`src/rtl/fetch_unit.sv`:
```
// Instruction fetch stage of the pierogi CPU.
//
// Holds the program counter, issues word reads to instruction memory over a
// req/ready handshake, latches the returned word into the instruction register
// and exposes its decoded fields. The PC advances when control signals that
// the current instruction has finished (ex_done), using jump_sel (M13) and
// take_branch (M2) to choose the next address.
//
// Ports:
//   clk, reset          rising-edge clock, asynchronous active-high reset
//   stall               suppresses the fetch request while high
//   imem_req/addr       read request and word address (addr == pc)
//   imem_ready/rdata    read completion and instruction word
//   ex_done             one-cycle pulse: current instruction finished
//   jump_sel            take absolute jump target when a redirect is taken
//   take_branch         redirect the PC instead of falling through
//   pc, pc_plus1        address of the instruction in ir, and pc+1
//   ir                  instruction register
//   opcode/rd/rs/rt/imm decoded fields of ir
//   instr_valid         ir holds a fetched, not yet completed instruction
//   instr_count         completed-instruction counter (wraps)
module fetch_unit #(
  parameter int unsigned       ADDR_W   = 32,
  parameter logic [ADDR_W-1:0] RESET_PC = '0
) (
  input  logic              clk,
  input  logic              reset,
  input  logic              stall,
  output logic              imem_req,
  output logic [ADDR_W-1:0] imem_addr,
  input  logic              imem_ready,
  input  logic [31:0]       imem_rdata,
  input  logic              ex_done,
  input  logic              jump_sel,
  input  logic              take_branch,
  output logic [ADDR_W-1:0] pc,
  output logic [ADDR_W-1:0] pc_plus1,
  output logic [31:0]       ir,
  output logic [3:0]        opcode,
  output logic [3:0]        rd,
  output logic [3:0]        rs,
  output logic [3:0]        rt,
  output logic [15:0]       imm,
  output logic              instr_valid,
  output logic [31:0]       instr_count
);

  typedef enum logic [1:0] {
    StIdle  = 2'd0,
    StFetch = 2'd1,
    StExec  = 2'd2
  } state_e;

  state_e            state_q, state_d;
  logic [ADDR_W-1:0] pc_q, pc_d;
  logic [31:0]       ir_q, ir_d;
  logic              valid_q, valid_d;
  logic [31:0]       count_q, count_d;

  logic [ADDR_W-1:0] pc_inc;
  logic [ADDR_W-1:0] jump_target;
  logic [ADDR_W-1:0] branch_target;
  logic [ADDR_W-1:0] next_pc;

  // Wide intermediates let the extensions work for any ADDR_W, including
  // widths narrower than the 28-bit jump field.
  logic [ADDR_W+27:0] jump_wide;
  logic [ADDR_W+15:0] imm_wide;

  assign pc_inc        = pc_q + ADDR_W'(1);
  assign jump_wide     = {{ADDR_W{1'b0}}, ir_q[27:0]};
  assign imm_wide      = {{ADDR_W{ir_q[15]}}, ir_q[15:0]};
  assign jump_target   = jump_wide[ADDR_W-1:0];
  assign branch_target = pc_inc + imm_wide[ADDR_W-1:0];

  always_comb begin
    next_pc = pc_inc;
    if (take_branch) begin
      next_pc = jump_sel ? jump_target : branch_target;
    end
  end

  // Request depends only on state and stall, so reset kills it at once.
  assign imem_req = (state_q == StFetch) && !stall;

  always_comb begin
    state_d = state_q;
    pc_d    = pc_q;
    ir_d    = ir_q;
    valid_d = valid_q;
    count_d = count_q;
    unique case (state_q)
      StIdle: begin
        state_d = StFetch;
      end
      StFetch: begin
        // ready is only honoured together with a live request.
        if (imem_req && imem_ready) begin
          ir_d    = imem_rdata;
          valid_d = 1'b1;
          state_d = StExec;
        end
      end
      StExec: begin
        if (ex_done) begin
          pc_d    = next_pc;
          valid_d = 1'b0;
          count_d = count_q + 32'd1;
          state_d = StFetch;
        end
      end
      default: begin
        state_d = StIdle;
      end
    endcase
  end

  always_ff @(posedge clk or posedge reset) begin
    if (reset) begin
      state_q <= StIdle;
      pc_q    <= RESET_PC;
      ir_q    <= 32'd0;
      valid_q <= 1'b0;
      count_q <= 32'd0;
    end else begin
      state_q <= state_d;
      pc_q    <= pc_d;
      ir_q    <= ir_d;
      valid_q <= valid_d;
      count_q <= count_d;
    end
  end

  assign imem_addr   = pc_q;
  assign pc          = pc_q;
  assign pc_plus1    = pc_inc;
  assign ir          = ir_q;
  assign opcode      = ir_q[31:28];
  assign rd          = ir_q[27:24];
  assign rs          = ir_q[23:20];
  assign rt          = ir_q[19:16];
  assign imm         = ir_q[15:0];
  assign instr_valid = valid_q;
  assign instr_count = count_q;

endmodule

```
`config.mk`:
```
export PLATFORM = sky130hd
export DESIGN_NAME = fetch_unit
export DESIGN_NICKNAME = d
export VERILOG_FILES = /design/src/rtl/fetch_unit.sv
export SDC_FILE = /design/constraint.sdc
export NUM_CORES = 1
export LEC_CHECK = 0
export ABC_CLOCK_PERIOD_IN_PS = 3800
export CAP_MARGIN = 30
export CORE_MARGIN = 3
export CORE_UTILIZATION = 43
export DETAILED_ROUTE_END_ITERATION = 8
export GPL_ROUTABILITY_DRIVEN = 0
export PLACE_DENSITY = 0.82
export SYNTH_ARGS = -nofsm -noshare
export SYNTH_HDL_FRONTEND = slang
export SYNTH_SLANG_ARGS = --single-unit
```
`constraint.sdc`:
```
create_clock -name clk -period 3.8 [get_ports clk]
set_input_delay 0.76 -clock clk [delete_from_list [all_inputs] [get_ports clk]]
set_output_delay 0.76 -clock clk [all_outputs]
set_load 0.02 [all_outputs]
```
==> results.cfg <==
[logic_synthesis]
synth_edf_count = 0
ys_warn_count = 0
avgSynthCellArea_um2 = 8.81
synthCells = 849
async_reset_ff_frac = 1.00
synth_area_um2 = 7480
yosys.cell_types.count = 68
yosysSeqAreaShare = 0.331
ys_ff_latch = 99
syn_nets = 930
synth_flop_cell = dfrtp_1

[floorplan]
core_um2 = 16800
initial_core_util = 0.445
rows = 47
io_pins = 233
dieHeight_um = 138
design.die.area_um2 = 19000
fp.dieW_um = 138

[sta]
relSlewSlack = 0.401
tightest_slew_ns = 0.899
timing.final.ws_setup_ns = 0.109
finalCritPeriodShare = 0.971
drv_slew = 0
tns_ns = 0
rsz0062_at_grt = yes
hold_violations = 0
finalSetupViolCount = 0
fin_crit_ns = 3.69
fmax_ghz = 0.271
hold_slack_ns = 0.470
finalClockSkew_ns = 0.00878

[critical_path]
critical_path_class = reg -> reg
cp-start-kind = register
critPathRequiredTime_ns = 4.02
path_max_fanout = 6
arrival_ns = 3.92
critPathCaptureType = register

[outcome]
status = finished clean

[global_route]
grt.total_usage = 0.255
grt_pass1_vias = 7347
grt.overflow.total = 0
grt_max_degree = 52
grt_pass1_wl_um = 38300
antenna_found_initial = 1

[finish]
nets = 1145
area_growth_pct = 40.1
layout_common_cells = 228 x clkdlybuf4s50_1, 90 x dfrtp_1, 83 x nand2_1
diodes = 0
layout-drive-gt1-share = 0.158
final_common_cell = clkdlybuf4s50_1

[clock_network]
tritoncts = done
root_buffer = clkbuf_16
cts-htree-levels = 3
cts_buffers = 9
clk_pin_slew_ns = 0.08
clk_latency_ns = 0.36
cts_sinks = 99
cts.path.max_buffers = 2

[routing]
vias = 7321
viasPerCell = 5.68
drtPass1Iterations = 5
antenna_left = 0
drt_wl_total_um = 24500
drc = 0
drt-initial-drc-count = 582
routedWlPerCell_um = 19.0

[power]
total_power_w = 0.00863
power.density_nw_per_um2 = 824
p_leak_nw = 4.54
vdd_ir_drop_max_uv = 502

[placement]
pre_cts_ws_ns = -0.113
dpl.hpwl_um = 18400
numPortBuffers = 232

[flow_run]
max-cap-violations = 0

[min_path]
hold_class = reg -> reg
[final cells by class]
class                           count  area, um^2
Clock inverter                      7        91.3
Fill cell                        1386        6330
Sequential cell                    99        2490
Inverter                           15        58.8
Multi-Input combinational cell    638        4500
Timing Repair Buffer              301        2850
Tap cell                          220         275
Clock buffer                        9         225
[registers in the layout, summed over array words and instances (netlist names)]
name / count
instr_count: 32
ir: 32
instr_valid: 1
imem_addr: 32
state_q: 2
[critical path, cell delays in order, from the launching register on]
cell,delay [ns]
dfrtp_1,0.36
and3_1,0.26
nand3_2,0.20
nor3_2,0.28
nor3b_1,0.24
buf_4,0.18
xor2_1,0.26
ha_1,0.36
nand3_1,0.11
a21boi_0,0.11
a211oi_1,0.24
o2111ai_1,0.22
a41oi_2,0.26
and2b_1,0.22
mux2i_1,0.14
o211ai_1,0.11
[logic make-up after synthesis]
logic type / synth area share
and+or+nand+nor: 0.182
AOI/OAI and AO/OA: 0.168
buffers and inverters: 0.0910
DFF: 0.331
xor gates and xnor gates: 0.0943
muxes: 0.0617
adders and majority gates: 0.0712
[repair_timing]
action / CTS / global route
gates resized for setup: 5 / 24
cloned: 0 / 0
setup buffers: 0 / 1
setup endpoints to repair: 6 / 12
pin swaps: 0 / 4
hold buffers: 0 / 0
[cell usage after synthesis (5+ instances only)]
library cell / instances / area (um^2)
a32oi_1: 7 / 61.3
mux2i_1: 9 / 90.1
clkbuf_1: 24 / 90.1
nand4_1: 19 / 119
nand2_1: 83 / 312
a21oi_1: 44 / 220
inv_1: 15 / 56.3
and3_1: 19 / 119
dfrtp_1: 99 / 2480
nand3_1: 35 / 175
mux2_2: 33 / 372
buf_4: 64 / 480
nor3_1: 18 / 90.1
xor2_1: 30 / 263
o211ai_1: 7 / 52.6
a21o_1: 14 / 105
and4_1: 6 / 52.6
and2_1: 8 / 50.1
o21a_1: 7 / 52.6
xnor2_1: 48 / 420
ha_1: 41 / 513
nand2b_1: 5 / 31.3
nor2_1: 61 / 229
a211oi_1: 8 / 60.1
buf_1: 5 / 18.8
o21ai_0: 62 / 310
a211o_1: 6 / 52.6
[metal layers]
| layer | part of all wire | global-route usage | vias to the layer above |
|---|---|---|---|
| met5 | 0.00037 | 0 | - |
| met4 | 0.030 | 0.0966 | 2 |
| met3 | 0.074 | 0.0530 | 51 |
| met2 | 0.48 | 0.425 | 331 |
| met1 | 0.42 | 0.327 | 3525 |
| li1 | - | - | 3412 |
[metrics by stage]
step / instance area (um^2) / utilization / cells
floorplan: 7570 / - / 849
global placement: 10100 / 0.598 / 1272
detailed placement: 10100 / 0.598 / 1272
CTS: 10400 / 0.618 / 1288
global route: 10500 / 0.623 / 1289
finish: 10500 / 0.623 / 1289
[path summary, 6_finish.rpt]
check / start / to / slack [ns] / depth (start not counted)
worst min register to register: instr_count[31]$_DFFE_PP0P_ / instr_count[31]$_DFFE_PP0P_ / 0.47 / 1
min in group asynchronous: reset / instr_count[19]$_DFFE_PP0P_ / 0.82 / 2
worst max register to register: imem_addr[16]$_DFFE_PP0P_ / imem_addr[31]$_DFFE_PP0P_ / 0.11 / 15
worst min-delay path: instr_count[31]$_DFFE_PP0P_ / instr_count[31]$_DFFE_PP0P_ / 0.47 / 1
max in group asynchronous: reset / imem_addr[10]$_DFFE_PP0P_ / 2.24 / 3
worst max-delay path: imem_addr[16]$_DFFE_PP0P_ / imem_addr[31]$_DFFE_PP0P_ / 0.11 / 15
[where the power goes]
part           switching [W]  leakage, nW  internal, W
combinational        0.00316         3.15      0.00272
clock               0.000475        0.152     0.000529
sequential          0.000417         1.24      0.00134
total                0.00405         4.54      0.00458
(Power assumes the default switching activity.)
==> edit 1 (same settings) <==
The parameter `ADDR_W` goes from 32 to 48.
--- a/src/rtl/fetch_unit.sv
+++ b/src/rtl/fetch_unit.sv
@@ -21,5 +21,5 @@
 //   instr_count         completed-instruction counter (wraps)
 module fetch_unit #(
-  parameter int unsigned       ADDR_W   = 32,
+  parameter int unsigned       ADDR_W   = 48,
   parameter logic [ADDR_W-1:0] RESET_PC = '0
 ) (
Ports: changed (resized imem_addr, pc and pc_plus1); port bits go from 233 to 281. The function was not compared with the original's and may differ.
==> edit 1 against the original RTL <==
Critical path depth is 6 higher; cell area increased by 51%; fmax shrank 7.3%; total power up 72%; routed wire length is 60% higher; sequential cell count up 16; the run now ends with setup timing left; area after synthesis rose by 30%; final cell count increased by 45%; largest power group unchanged; count of clock-buffer cells in the layout rose by 8; setup slack got worse by 0.29 ns.
==> edit 1: results (changes against the original RTL) <==
Parameter                              Value

Outcome
  Result of the run    finished with violations
  Violated checks    setup timing

GRT
  Pin count of the biggest net entering global routing    68 (+31%)
  GR met1 Demand/Resource    33.9% (+1.2 points)
  Global routing usage summed across all routing layers    27.9% (+2.4 points)

Synthesis
  Mux cell area share after synthesis    4.41% (-1.8 points)
  Top area cells in the synthesized netlist    sky130_fd_sc_hd__dfrtp_1 29%, sky130_fd_sc_hd__ha_1 7.8%, sky130_fd_sc_hd__xnor2_1 6.5%
  Adder-cell share of the synthesized area    8.02% (+0.90 points)
  Post-synthesis xor/xnor area fraction    9.78% (+0.35 points)
  Cell count after synthesis    1169 (+38%)
  Portion of the post-synthesis area used by sequential elements    29.5% (-3.6 points)
  Complex-gate fraction of the synthesized area    20.5% (+3.7 points)
  List of most frequent post-synthesis cells    115 x sky130_fd_sc_hd__dfrtp_1, 112 x sky130_fd_sc_hd__nand2_1, 81 x sky130_fd_sc_hd__nor2_1
  Synthesized net count    1270 (+37%)

Route
  Top layer reached by signal wires    met4
  WL met1    14.2 mm (+39%)
  Starting DRT DRC Count    1214 (+110%)
  Vias    11369 (+55%)
  Detail Route met2 WL    19.0 mm (+62%)
  Detail-routed via count per cell    6.09 (+7.2%)
  Routed length on met3    4.00 mm (+120%)

Setup path
  Cell depth of the worst flop-to-flop path    21 (+6)
  Top fanout value on the critical path    5 (-1)
  Delay of the slowest cell on the worst path    0.40 ns (+0.04 ns)
  Beginning of the critical path    imem_addr[1]
  Top Family by Delay on Critical Path    compound AO/OA/AOI/OAI gates
  Data arrival time of the critical path    4.27 ns (+0.35 ns)
  Timing endpoint of the critical path    imem_addr[40]

Clock tree
  H-tree depth reported by CTS    4 (+1)
  Clock latency reported for the late side of the worst-skew pair    0.43 ns (+0.07 ns)
  Count of instances resized after the clock tree is built    62 (+57)
  CTS buffer count    17 (+8)

Timing
  Final setup viols    20 (+20)
  Final WS setup    -0.184 ns (-0.293 ns)
  Pin slew with the least headroom to its limit    0.805 ns (-0.0940 ns)

Placed design
  IO buf count    280 (+21%)
  HPWL after detailed placement    26.0 mm (+42%)

Layout
  Final layout net count    1675 (+46%)
==> edit 1: power breakdown <==
group          leakage (nW)  internal, W  switching (W)  total [W]
logic                  5.24      0.00519        0.00593     0.0111
registers              1.44      0.00159       0.000516    0.00211
clock network         0.283     0.000880       0.000736    0.00162
total                  6.97      0.00766        0.00718     0.0148
==> edit 1: how the worst min path moves through the flow <==
stage               slack, ns              end  cells after the start       startpoint
floorplan                0.52       state_q[0]                      2       state_q[0]
global placement         0.46  instr_count[31]                      1  instr_count[31]
detailed placement       0.47      instr_valid                      1      instr_valid
CTS                      0.49      instr_valid                      1      instr_valid
global route             0.52      instr_valid                      1      instr_valid
finish                   0.48      instr_valid                      1      instr_valid
==> edit 1: layout make-up <==
class	count	area (um^2)	area share, %
inverters	28	109	0.687
flip-flops and latches	115	2900	18.3
multi-input cells	896	7210	45.5
repair buffers	516	4680	29.5
well taps	280	350	2.21
clock buffers	17	425	2.69
clock inverters	15	164	1.03
==> edit 2 (same flow settings) <==
Made on the original files. `ir_q` no longer has a reset.
--- a/src/rtl/fetch_unit.sv
+++ b/src/rtl/fetch_unit.sv
@@ -120,5 +120,4 @@
       state_q <= StIdle;
       pc_q    <= RESET_PC;
-      ir_q    <= 32'd0;
       valid_q <= 1'b0;
       count_q <= 32'd0;
@@ -126,8 +125,11 @@
       state_q <= state_d;
       pc_q    <= pc_d;
-      ir_q    <= ir_d;
       valid_q <= valid_d;
       count_q <= count_d;
     end
+  end
+
+  always_ff @(posedge clk) begin
+    ir_q <= ir_d;
   end
 
Check against the original RTL: differs if reset is asserted again (counterexample within 4 cycles, from zero or initial values and one cycle with reset high); with reset held inactive, the same outputs for 4 cycles.
==> edit 2 against the original RTL <==
Sequential cell count did not move; cell area down 3.0%; total power shrank 22%; routed wire length down 6.3%; critical path type unchanged; final cell count fell by 5.4%; sequential power down 10%; count of clock-buffer cells in the layout is 1 higher; setup slack better by 0.022 ns; highest routed layer is now met4; area after synthesis is 4.4% lower.
==> edit 2: results (changes against the original RTL) <==
Parameter                              Value

GRT
  GR Layer Usage met3    5.81% (+0.51 points)
  Global routing usage summed across all routing layers    24.5% (-1.0 points)
  Met2 Use GR    41.3% (-1.2 points)
  Vias in the first global route    6572 (-11%)
  Wire length of the first global-routing pass    35.4 mm (-7.6%)
  Pin count of the biggest net entering global routing    43 (-17%)
  GR met1 Demand/Resource    31.4% (-1.3 points)

Synthesis
  Number of flops mapped to enable cells by yosys    32 (+32)
  List of most frequent post-synthesis cells    86 x sky130_fd_sc_hd__nand2_1, 67 x sky130_fd_sc_hd__dfrtp_1, 65 x sky130_fd_sc_hd__buf_4
  Mapped Avg Cell Area    8.99 um^2 (+2.0%)
  Complex-gate fraction of the synthesized area    16.8% (about the same)
  Post-synthesis xor/xnor area fraction    10.5% (+1.1 points)
  Mux cell area share after synthesis    0.857% (-5.3 points)
  Portion of the post-synthesis area used by sequential elements    36.9% (+3.8 points)

Power and ir drop
  Largest vdd supply drop    0.407 mV (-19%)
  Post-layout total power    0.00671 W (-22%)
  Switching Share    45.1% (-1.8 points)

Setup path
  Top fanout value on the critical path    4 (-2)

Route
  Vias    6872 (-6.1%)
  Top layer reached by signal wires    met4
  Detail Route met2 WL    11.2 mm (-3.9%)
  Routed wire length    22.9 mm (-6.3%)
  WL met1    9.24 mm (-9.5%)
  Routed length on met3    1.91 mm (+6.2%)
  Detail-routed via count per cell    5.63 (-0.82%)
  Starting DRT DRC Count    597 (+2.6%)

Timing
  Max-Slew Margin vs Limit    39.2% (-0.92 points)

Placed design
  HPWL after detailed placement    17.4 mm (-5.5%)
  Place WS    0.0861 ns (+0.199 ns)
  Cell area after placement    9730 um^2 (-3.3%)

Outcome
  Result of the run    finished, final reports clean

Layout
  Count of filler cells inserted in the layout    1261 (-9.0%)
  Proportion of layout cells with a drive suffix above 1    14.2% (-1.6 points)
==> edit 2: path summary, 6_finish.rpt <==
check                                end  cells past startpoint     startpoint  slack, ns
max in group asynchronous   imem_addr[9]                      3          reset       2.49
min in group asynchronous  imem_addr[27]                      3          reset       0.80
hold / removal               instr_valid                      1    instr_valid       0.49
hold reg to reg              instr_valid                      1    instr_valid       0.49
setup / recovery           imem_addr[31]                     14  imem_addr[14]       0.13
setup reg to reg           imem_addr[31]                     14  imem_addr[14]       0.13
==> edit 2: worst max-delay path: stages (launching register included) <==
cell and delay, ns:
sky130_fd_sc_hd__dfrtp_1 0.39, sky130_fd_sc_hd__nand4_2 0.19, sky130_fd_sc_hd__or3_4 0.44, sky130_fd_sc_hd__nor3_4 0.21, sky130_fd_sc_hd__nand2_1 0.12, sky130_fd_sc_hd__xnor2_2 0.17, sky130_fd_sc_hd__ha_1 0.31, sky130_fd_sc_hd__nand2_1 0.08
sky130_fd_sc_hd__or4_1 0.56, sky130_fd_sc_hd__a211oi_4 0.30, sky130_fd_sc_hd__o31ai_4 0.11, sky130_fd_sc_hd__o31a_1 0.31, sky130_fd_sc_hd__o211ai_1 0.09, sky130_fd_sc_hd__nand2_1 0.08, sky130_fd_sc_hd__a211o_1 0.22
==> edit 2: cell type report <==
cell class                      count  area, um^2  share of cell area, %
Multi-Input combinational cell    584        4150                   40.8
Timing Repair Buffer              284        2710                   26.6
Sequential cell                    99        2660                   26.1
Tap cell                          216         270                   2.66
Clock buffer                       10         250                   2.46
Inverter                           21        78.8                  0.775
Clock inverter                      6        56.3                  0.554
==> edit 2: repair_timing <==
action | in CTS | in global routing
setup buffers | 0 | 2
endpoints found under the setup margin | 0 | 13
resized for setup | 0 | 23
hold buffers | 0 | 0
